File: src/rtl/ssd_scan_driver.sv
// ---------------------------------------------------------------------------
// ssd_scan_driver
//
// Purpose:
//   This is the output stage after the lock state machine. It takes four 5-bit
//   symbol codes, decodes each code to seven-segment patterns, and scans a
//   four-digit common-anode display. It also blinks digits at BLINK_HZ, so the
//   upstream logic only needs to supply a static per-digit blink mask.
//
//   The symbol word and the blink mask are latched once per frame, at the
//   point where the scan index wraps from 0 back to 3. A frame is therefore
//   always drawn from one consistent snapshot. A change made mid-frame shows
//   up in the following frame.
//
// Ports:
//   clk         in   1   system clock
//   rst         in   1   synchronous active-high reset
//   sym         in  20   symbol codes, [19:15]=digit3 (left) .. [4:0]=digit0
//   blink_mask  in   4   bit i set makes digit i blink
//   seg         out  7   segments {g,f,e,d,c,b,a}, active-low
//   an          out  4   anode enables, active-low, an[i] drives digit i
//   dp          out  1   decimal point, active-low
//   blink_on    out  1   current blink phase (1 = visible)
//
// Parameters:
//   CLK_HZ    input clock frequency
//   SCAN_HZ   full-frame refresh rate; slot length = CLK_HZ/(4*SCAN_HZ)
//   BLINK_HZ  blink rate; phase toggles every CLK_HZ/(2*BLINK_HZ) cycles
//
// Optional build macro:
//   SSD_DP_BLINK_EN - when defined, the decimal point of a blinking digit is
//   lit while that digit is blanked. This acts as a cursor marker. When it is
//   undefined, dp is tied high.
// ---------------------------------------------------------------------------
module ssd_scan_driver #(
    parameter int CLK_HZ   = 100000000,
    parameter int SCAN_HZ  = 1000,
    parameter int BLINK_HZ = 1
) (
    input  logic        clk,
    input  logic        rst,
    input  logic [19:0] sym,
    input  logic [3:0]  blink_mask,
    output logic [6:0]  seg,
    output logic [3:0]  an,
    output logic        dp,
    output logic        blink_on
);

    localparam int SLOT   = CLK_HZ / (4 * SCAN_HZ);
    localparam int HALF   = CLK_HZ / (2 * BLINK_HZ);
    localparam int SLOT_W = (SLOT > 1) ? $clog2(SLOT) : 1;
    localparam int HALF_W = (HALF > 1) ? $clog2(HALF) : 1;

    localparam logic [SLOT_W-1:0] SLOT_LAST = SLOT_W'(SLOT - 1);
    localparam logic [HALF_W-1:0] HALF_LAST = HALF_W'(HALF - 1);

    localparam logic [6:0]  SEG_BLANK  = 7'h7F;
    localparam logic [19:0] HOLD_BLANK = 20'hFFFFF;   // 0x1F on all four digits

    // Timing state
    logic [SLOT_W-1:0] r_slot_cnt;
    logic [SLOT_W-1:0] w_slot_cnt_next;
    logic [1:0]        r_idx;
    logic [1:0]        w_idx_next;
    logic [HALF_W-1:0] r_blink_cnt;
    logic [HALF_W-1:0] w_blink_cnt_next;
    logic              r_blink_on;
    logic              w_blink_on_next;

    // Frame holding registers
    logic [19:0]       r_sym_hold;
    logic [19:0]       w_sym_hold_next;
    logic [3:0]        r_mask_hold;
    logic [3:0]        w_mask_hold_next;

    // Registered display outputs
    logic [6:0]        r_seg;
    logic [6:0]        w_seg_next;
    logic [3:0]        r_an;
    logic [3:0]        w_an_next;

    logic              w_slot_wrap;
    logic              w_frame_wrap;
    logic              w_blink_wrap;
    logic              w_blank;
    logic [4:0]        w_digit_code [4];
    logic [4:0]        w_code;
    logic [6:0]        w_seg_dec;

    // Split the held word into its four digit codes.
    generate
        for (genvar gi = 0; gi < 4; gi++) begin : g_digit
            assign w_digit_code[gi] = r_sym_hold[gi*5 +: 5];
        end
    endgenerate

    assign w_slot_wrap  = (r_slot_cnt == SLOT_LAST);
    // The frame ends when the last slot of digit 0 wraps. The index is about to return to 3.
    assign w_frame_wrap = w_slot_wrap && (r_idx == 2'd0);
    assign w_blink_wrap = (r_blink_cnt == HALF_LAST);

    // Counter and latch next-state
    always_comb begin
        w_slot_cnt_next  = w_slot_wrap ? '0 : r_slot_cnt + 1'b1;
        // The 2-bit decrement wraps 0 -> 3 naturally.
        w_idx_next       = w_slot_wrap ? r_idx - 2'd1 : r_idx;
        w_blink_cnt_next = w_blink_wrap ? '0 : r_blink_cnt + 1'b1;
        w_blink_on_next  = w_blink_wrap ? ~r_blink_on : r_blink_on;
        w_sym_hold_next  = r_sym_hold;
        w_mask_hold_next = r_mask_hold;
        if (w_frame_wrap) begin
            w_sym_hold_next  = sym;
            w_mask_hold_next = blink_mask;
        end
    end

    // Symbol decode for the digit under the current index
    assign w_code = w_digit_code[r_idx];

    always_comb begin
        w_seg_dec = SEG_BLANK;
        case (w_code)
            5'h00: w_seg_dec = 7'h40;
            5'h01: w_seg_dec = 7'h79;
            5'h02: w_seg_dec = 7'h24;
            5'h03: w_seg_dec = 7'h30;
            5'h04: w_seg_dec = 7'h19;
            5'h05: w_seg_dec = 7'h12;
            5'h06: w_seg_dec = 7'h02;
            5'h07: w_seg_dec = 7'h78;
            5'h08: w_seg_dec = 7'h00;
            5'h09: w_seg_dec = 7'h10;
            5'h0A: w_seg_dec = 7'h08;
            5'h0B: w_seg_dec = 7'h03;
            5'h0C: w_seg_dec = 7'h46;
            5'h0D: w_seg_dec = 7'h21;
            5'h0E: w_seg_dec = 7'h06;
            5'h0F: w_seg_dec = 7'h0E;
            5'h10: w_seg_dec = 7'h46;   // 'C'
            5'h11: w_seg_dec = 7'h47;   // 'L'
            5'h12: w_seg_dec = 7'h40;   // 'O'
            5'h13: w_seg_dec = 7'h0C;   // 'P'
            5'h14: w_seg_dec = 7'h2B;   // 'n'
            5'h15: w_seg_dec = 7'h3F;   // '-'
            5'h16: w_seg_dec = 7'h2F;   // 'r'
            5'h17: w_seg_dec = 7'h41;   // 'U'
            default: w_seg_dec = SEG_BLANK;
        endcase
    end

    // A blinking digit in its off phase is blanked. Its anode stays asserted,
    // so the scan duty cycle does not change.
    assign w_blank = r_mask_hold[r_idx] & ~r_blink_on;

    always_comb begin
        w_an_next  = ~(4'b0001 << r_idx);
        w_seg_next = w_blank ? SEG_BLANK : w_seg_dec;
    end

    always_ff @(posedge clk) begin
        if (rst) begin
            r_slot_cnt  <= '0;
            r_idx       <= 2'd3;
            r_blink_cnt <= '0;
            r_blink_on  <= 1'b1;
            r_sym_hold  <= HOLD_BLANK;
            r_mask_hold <= 4'h0;
            r_seg       <= SEG_BLANK;
            r_an        <= 4'hF;
        end else begin
            r_slot_cnt  <= w_slot_cnt_next;
            r_idx       <= w_idx_next;
            r_blink_cnt <= w_blink_cnt_next;
            r_blink_on  <= w_blink_on_next;
            r_sym_hold  <= w_sym_hold_next;
            r_mask_hold <= w_mask_hold_next;
            r_seg       <= w_seg_next;
            r_an        <= w_an_next;
        end
    end

    assign seg      = r_seg;
    assign an       = r_an;
    assign blink_on = r_blink_on;

`ifdef SSD_DP_BLINK_EN
    // Cursor marker: dp is lit exactly when the scanned digit is blanked by blinking.
    logic r_dp;

    always_ff @(posedge clk) begin
        if (rst) begin
            r_dp <= 1'b1;
        end else begin
            r_dp <= ~w_blank;
        end
    end

    assign dp = r_dp;
`else
    assign dp = 1'b1;
`endif

endmodule

File: config.mk
export PLATFORM = sky130hd
export DESIGN_NAME = ssd_scan_driver
export DESIGN_NICKNAME = d
export VERILOG_FILES = /design/src/rtl/ssd_scan_driver.sv
export SDC_FILE = /design/constraint.sdc
export NUM_CORES = 1
export LEC_CHECK = 0
export ABC_AREA = 1
export BUFFER_PORTS_ARGS = -buffer_cell sky130_fd_sc_hd__buf_4
export CAP_MARGIN = 20
export CORE_UTILIZATION = 45
export CTS_CLUSTER_SIZE = 12
export DETAILED_ROUTE_END_ITERATION = 12
export GPL_TIMING_DRIVEN = 0
export MAX_ROUTING_LAYER = met4
export PLACE_DENSITY = 0.62
export SETUP_SLACK_MARGIN = 0.2
export SLEW_MARGIN = 20
export SYNTH_ARGS = -nofsm -noshare
export SYNTH_HDL_FRONTEND = slang
export SYNTH_SLANG_ARGS = --single-unit
File: constraint.sdc
create_clock -name clk -period 1.98 [get_ports clk]
set_input_delay 0.495 -clock clk [delete_from_list [all_inputs] [get_ports clk]]
set_output_delay 0.495 -clock clk [all_outputs]
set_load 0.01 [all_outputs]
==> results.md <==
* **result of the run** completed
* **DR iter-0 viols** 198
* **number of flip-flops and latches in the synthesized netlist** 79
* **global-route wire length before repair** 14,400 um
* **maximum number of pins on one net before global-route repair** 13
* **worst slack, placed** 0.0136 ns
* **Global Route Usage Sum** 0.208
* **maxcap violations** 0
* **number of top-level pins** 39
* **required time at the endpoint of the critical path** 2.22 ns
* **net switching power figure** 0.000620 W
* **Starting Density** 0.462
* **overall via count from detail_route** 3,715
* **count of TritonRoute iterations in the first routing pass** 5
* **average wire length per cell after detail routing** 11.7 um
* **post-synth top area share** 0.396
* **dominant cells by area after synthesis** sky130_fd_sc_hd__dfxtp_1 (40%), sky130_fd_sc_hd__nand2_1 (19%), sky130_fd_sc_hd__nand3_1 (7.9%), sky130_fd_sc_hd__nor2_1 (7.5%), sky130_fd_sc_hd__inv_1 (4.4%)
* **library cell with the largest summed area after synthesis** sky130_fd_sc_hd__dfxtp_1
* **Avg Synthesized Cell Area** 6.77 um^2
* **Bufs on Longest Clock Path** 2
* **Final Max Slew Viols** 0
* **total instance count after detailed placement** 735
* **global placer's final weighted congestion** 0.888
* **Hold WC Path Type** in -> reg
* **ordered list of cells on the worst path** ha_2 > nand3_2 > nor2_4 > and2_4 > nand3_2 > nand2_4 > buf_6 > nor2_1
* **number of antenna violations at the first check in global routing** 0
* **sw frac** 0.200
* **placeable core region** 8640 um^2
* **startpoint types** flip-flop
* **cell area after placement** 4410 um^2
* **die outline area** 9260 um^2
* **cell area after synthesis** 3990 um^2
* **min Tclk post-route** 1.68 ns
* **die span in y** 96.2 um
* **portion of the clock cycle consumed by the worst path in the final layout** 0.849
* **clock latency at the later pin of the worst-skew pair** 0.34 ns
* **placed wire-length estimate** 6610 um
* **overall overflow remaining after global route** 0
* **design internal power** 0.00248 W
* **category of cells accounting for the largest share of critical-path delay** simple AND/OR/NAND/NOR gates
* **number of nets produced by synthesis** 629
* **number of cell rows** 34
* **Clk pwr share** 0.449
* **Synth-to-Final Area Change** 18.3%
* **DRC viols** 0
* **unrepaired setup endpoints after global routing** true
* **CTS tree** built
* **maximum net fanout on the critical path** 10
* **headroom to the max-slew limit** 0.664
* **count of H-tree levels built during CTS** 3
* **largest voltage drop on the vdd net** 0.358 mV
* **number of fill cells** 849
* **transition time of the tightest slew-check pin** 0.500 ns
* **horizontal die dimension** 96.2 um
* **Design Area, Final** 4730 um^2
* **clock buffers created by TritonCTS** 9
* **vias in the first global route** 3,129
* **final setup slack of the worst path** 0.299 ns
* **launch point of the worst reg-to-reg path** r_blink_cnt[1]
* **most frequent cell on the critical path** sky130_fd_sc_hd__nand3_2
* **Clock Skews** 0.00914 ns
* **Critical Path Start** r_blink_cnt[1]
* **final setup fails** 0
* **Synthesis Warnings** 0
* **share of final-layout standard cells stronger than drive strength 1** 0.151
* **P per Cell Area** 656 nW/um^2
* **leakage power figure** 2.05 nW
* **part of the total power dissipated in combinational logic** 0.033
* **Worst EP arrival** 1.92 ns
* **Total Nets Final** 682
* **number of port buffers** 37
* **slowest stage cell on the critical path** sky130_fd_sc_hd__dfxtp_1
* **Cells after Synth** 590
* **post-synth cell types** 33
* **worst stage delay on the critical path** 0.36 ns
* **clock slew seen by the registers of the worst setup and hold paths** 0.08 ns
* **Setup Total Neg Slack** 0 ns
* **cell chosen for the clock root** sky130_fd_sc_hd__clkbuf_8
* **number of nets with antenna violations after detailed routing** 0
* **sequential share of the synthesized area** 0.396
* **Vias per Instance** 4.92
* **number of sinks on the clock net** 79
* **ant diodes** 0
* **highest clock rate** 0.595 GHz
* **type of the worst setup path** reg -> reg
* **wirelength, routed** 8870 um
* **part of the power in registers** 0.518
* **final hold viol count** 0
* **Overall Power** 0.00310 W
* **worst path buffer plus inverter count** 1
* **worst min-delay path startpoint** sym[12]
* **# hold bufs at CTS** 0
* **final non-filler cell total** 755
* **crit end category** flip-flop
-- per-layer routing --
layer / global-route usage / wire length (um) / up-vias
met1: 0.296 / 4640 / 1676
met4: 0.0920 / 131 / 0
met3: 0.0292 / 328 / 10
met5: - / 0 / -
met2: 0.290 / 3770 / 64
li1: - / - / 1965
-- cell families after synthesis --
kind of cell / synth area share
and+or+nand+nor: 0.411
xor gates and xnor gates: 0.0285
buffers and inverters: 0.0796
DFF: 0.396
AOI/OAI and AO/OA: 0.0432
adders and majority gates: 0.0407
other: 0.000939
-- worst paths after layout --
path,depth (start not counted),to,slack (ns)
max reg2reg,8,r_blink_cnt[16],0.30
min,3,r_sym_hold[12],0.34
max,8,r_blink_cnt[16],0.30
min reg2reg,1,r_blink_cnt[0],0.43
-- registers in the layout, summed over array words and instances (netlist names) --
name         flops
r_slot_cnt      15
seg              7
an               4
r_idx            2
r_mask_hold      4
r_blink_cnt     26
blink_on         1
r_sym_hold      20
-- what timing repair did --
action | CTS | global route
pin swaps | 0 | 4
setup buffers | 0 | 5
resized for setup | 5 | 16
setup endpoints to repair | 7 | 56
-- synth_stat cells --
library cell,instances
sky130_fd_sc_hd__nor2_2,1
sky130_fd_sc_hd__xnor2_1,6
sky130_fd_sc_hd__a21oi_2,1
sky130_fd_sc_hd__inv_2,4
sky130_fd_sc_hd__clkinv_1,1
sky130_fd_sc_hd__nor3b_1,3
sky130_fd_sc_hd__or2_0,1
sky130_fd_sc_hd__conb_1,1
sky130_fd_sc_hd__nor2_4,2
sky130_fd_sc_hd__buf_2,5
sky130_fd_sc_hd__nand3_1,63
sky130_fd_sc_hd__nor3_1,5
sky130_fd_sc_hd__nand4_1,10
sky130_fd_sc_hd__dfxtp_1,79
sky130_fd_sc_hd__nand2_2,1
sky130_fd_sc_hd__nand2_4,1
sky130_fd_sc_hd__ha_1,13
sky130_fd_sc_hd__a21oi_1,20
sky130_fd_sc_hd__o21bai_1,1
sky130_fd_sc_hd__xor2_1,7
sky130_fd_sc_hd__inv_1,47
sky130_fd_sc_hd__nand2_1,203
sky130_fd_sc_hd__a31oi_1,1
sky130_fd_sc_hd__or2_2,2
sky130_fd_sc_hd__nand3_2,3
sky130_fd_sc_hd__buf_6,5
sky130_fd_sc_hd__o21ai_0,10
sky130_fd_sc_hd__clkbuf_1,3
sky130_fd_sc_hd__nand3b_1,5
sky130_fd_sc_hd__nand4_2,1
sky130_fd_sc_hd__buf_4,4
sky130_fd_sc_hd__and2_4,1
sky130_fd_sc_hd__nor2_1,80
-- cell usage in the layout (no fill, tap or decap), types with 4 or more instances in the layout --
cell type,n
sky130_fd_sc_hd__nand2_1,199
sky130_fd_sc_hd__nor2_1,79
sky130_fd_sc_hd__dfxtp_1,77
sky130_fd_sc_hd__nand3_1,61
sky130_fd_sc_hd__buf_4,47
sky130_fd_sc_hd__inv_1,46
sky130_fd_sc_hd__a21oi_1,20
sky130_fd_sc_hd__ha_1,11
sky130_fd_sc_hd__nand4_1,10
sky130_fd_sc_hd__o21ai_0,10
sky130_fd_sc_hd__clkbuf_8,9
sky130_fd_sc_hd__xor2_1,7
sky130_fd_sc_hd__xnor2_1,6
sky130_fd_sc_hd__buf_6,5
sky130_fd_sc_hd__nand3_2,5
sky130_fd_sc_hd__clkbuf_1,5
sky130_fd_sc_hd__nor3_1,5
sky130_fd_sc_hd__nand3b_1,5
sky130_fd_sc_hd__inv_2,4
sky130_fd_sc_hd__nand2_2,4
-- worst register-to-register path, cell delays in order (launching register included) --
cell	delay, ns
sky130_fd_sc_hd__dfxtp_1	0.36
sky130_fd_sc_hd__ha_2	0.21
sky130_fd_sc_hd__nand3_2	0.17
sky130_fd_sc_hd__nor2_4	0.21
sky130_fd_sc_hd__and2_4	0.18
sky130_fd_sc_hd__nand3_2	0.09
sky130_fd_sc_hd__nand2_4	0.14
sky130_fd_sc_hd__buf_6	0.16
sky130_fd_sc_hd__nor2_1	0.05
-- per-stage QoR --
stage / util / hold WS [ns]
3_5_place_dp: 0.510 / 0.441
3_3_place_gp: 0.510 / 0.430
5_1_grt: 0.547 / 0.332
6_report: 0.547 / 0.342
2_1_floorplan: - / 0.418
4_1_cts: 0.538 / 0.330
-- area by class of cell --
class / count / area (um^2) / share of cell area
clock inverter: 4 / 95.1 / 0.0201
tap: 108 / 135 / 0.0286
multi-input combinational: 442 / 2130 / 0.450
buffer: 17 / 138 / 0.0291
clock buffer: 11 / 131 / 0.0278
inverter: 52 / 198 / 0.0418
timing repair buffer: 42 / 315 / 0.0667
sequential: 79 / 1590 / 0.336
-- power by group through the flow --
stage	Clock (W)	Combinational [W]	Sequential [W]
after floorplan	0	0.0000447	0.00164
after global placement	0	0.0000992	0.00164
after detailed placement	0	0.000102	0.00164
after CTS	0.00143	0.000102	0.00161
after global routing	0.00149	0.000115	0.00161
final	0.00139	0.000102	0.00161
Note: power is estimated with default switching activity, not from simulation.
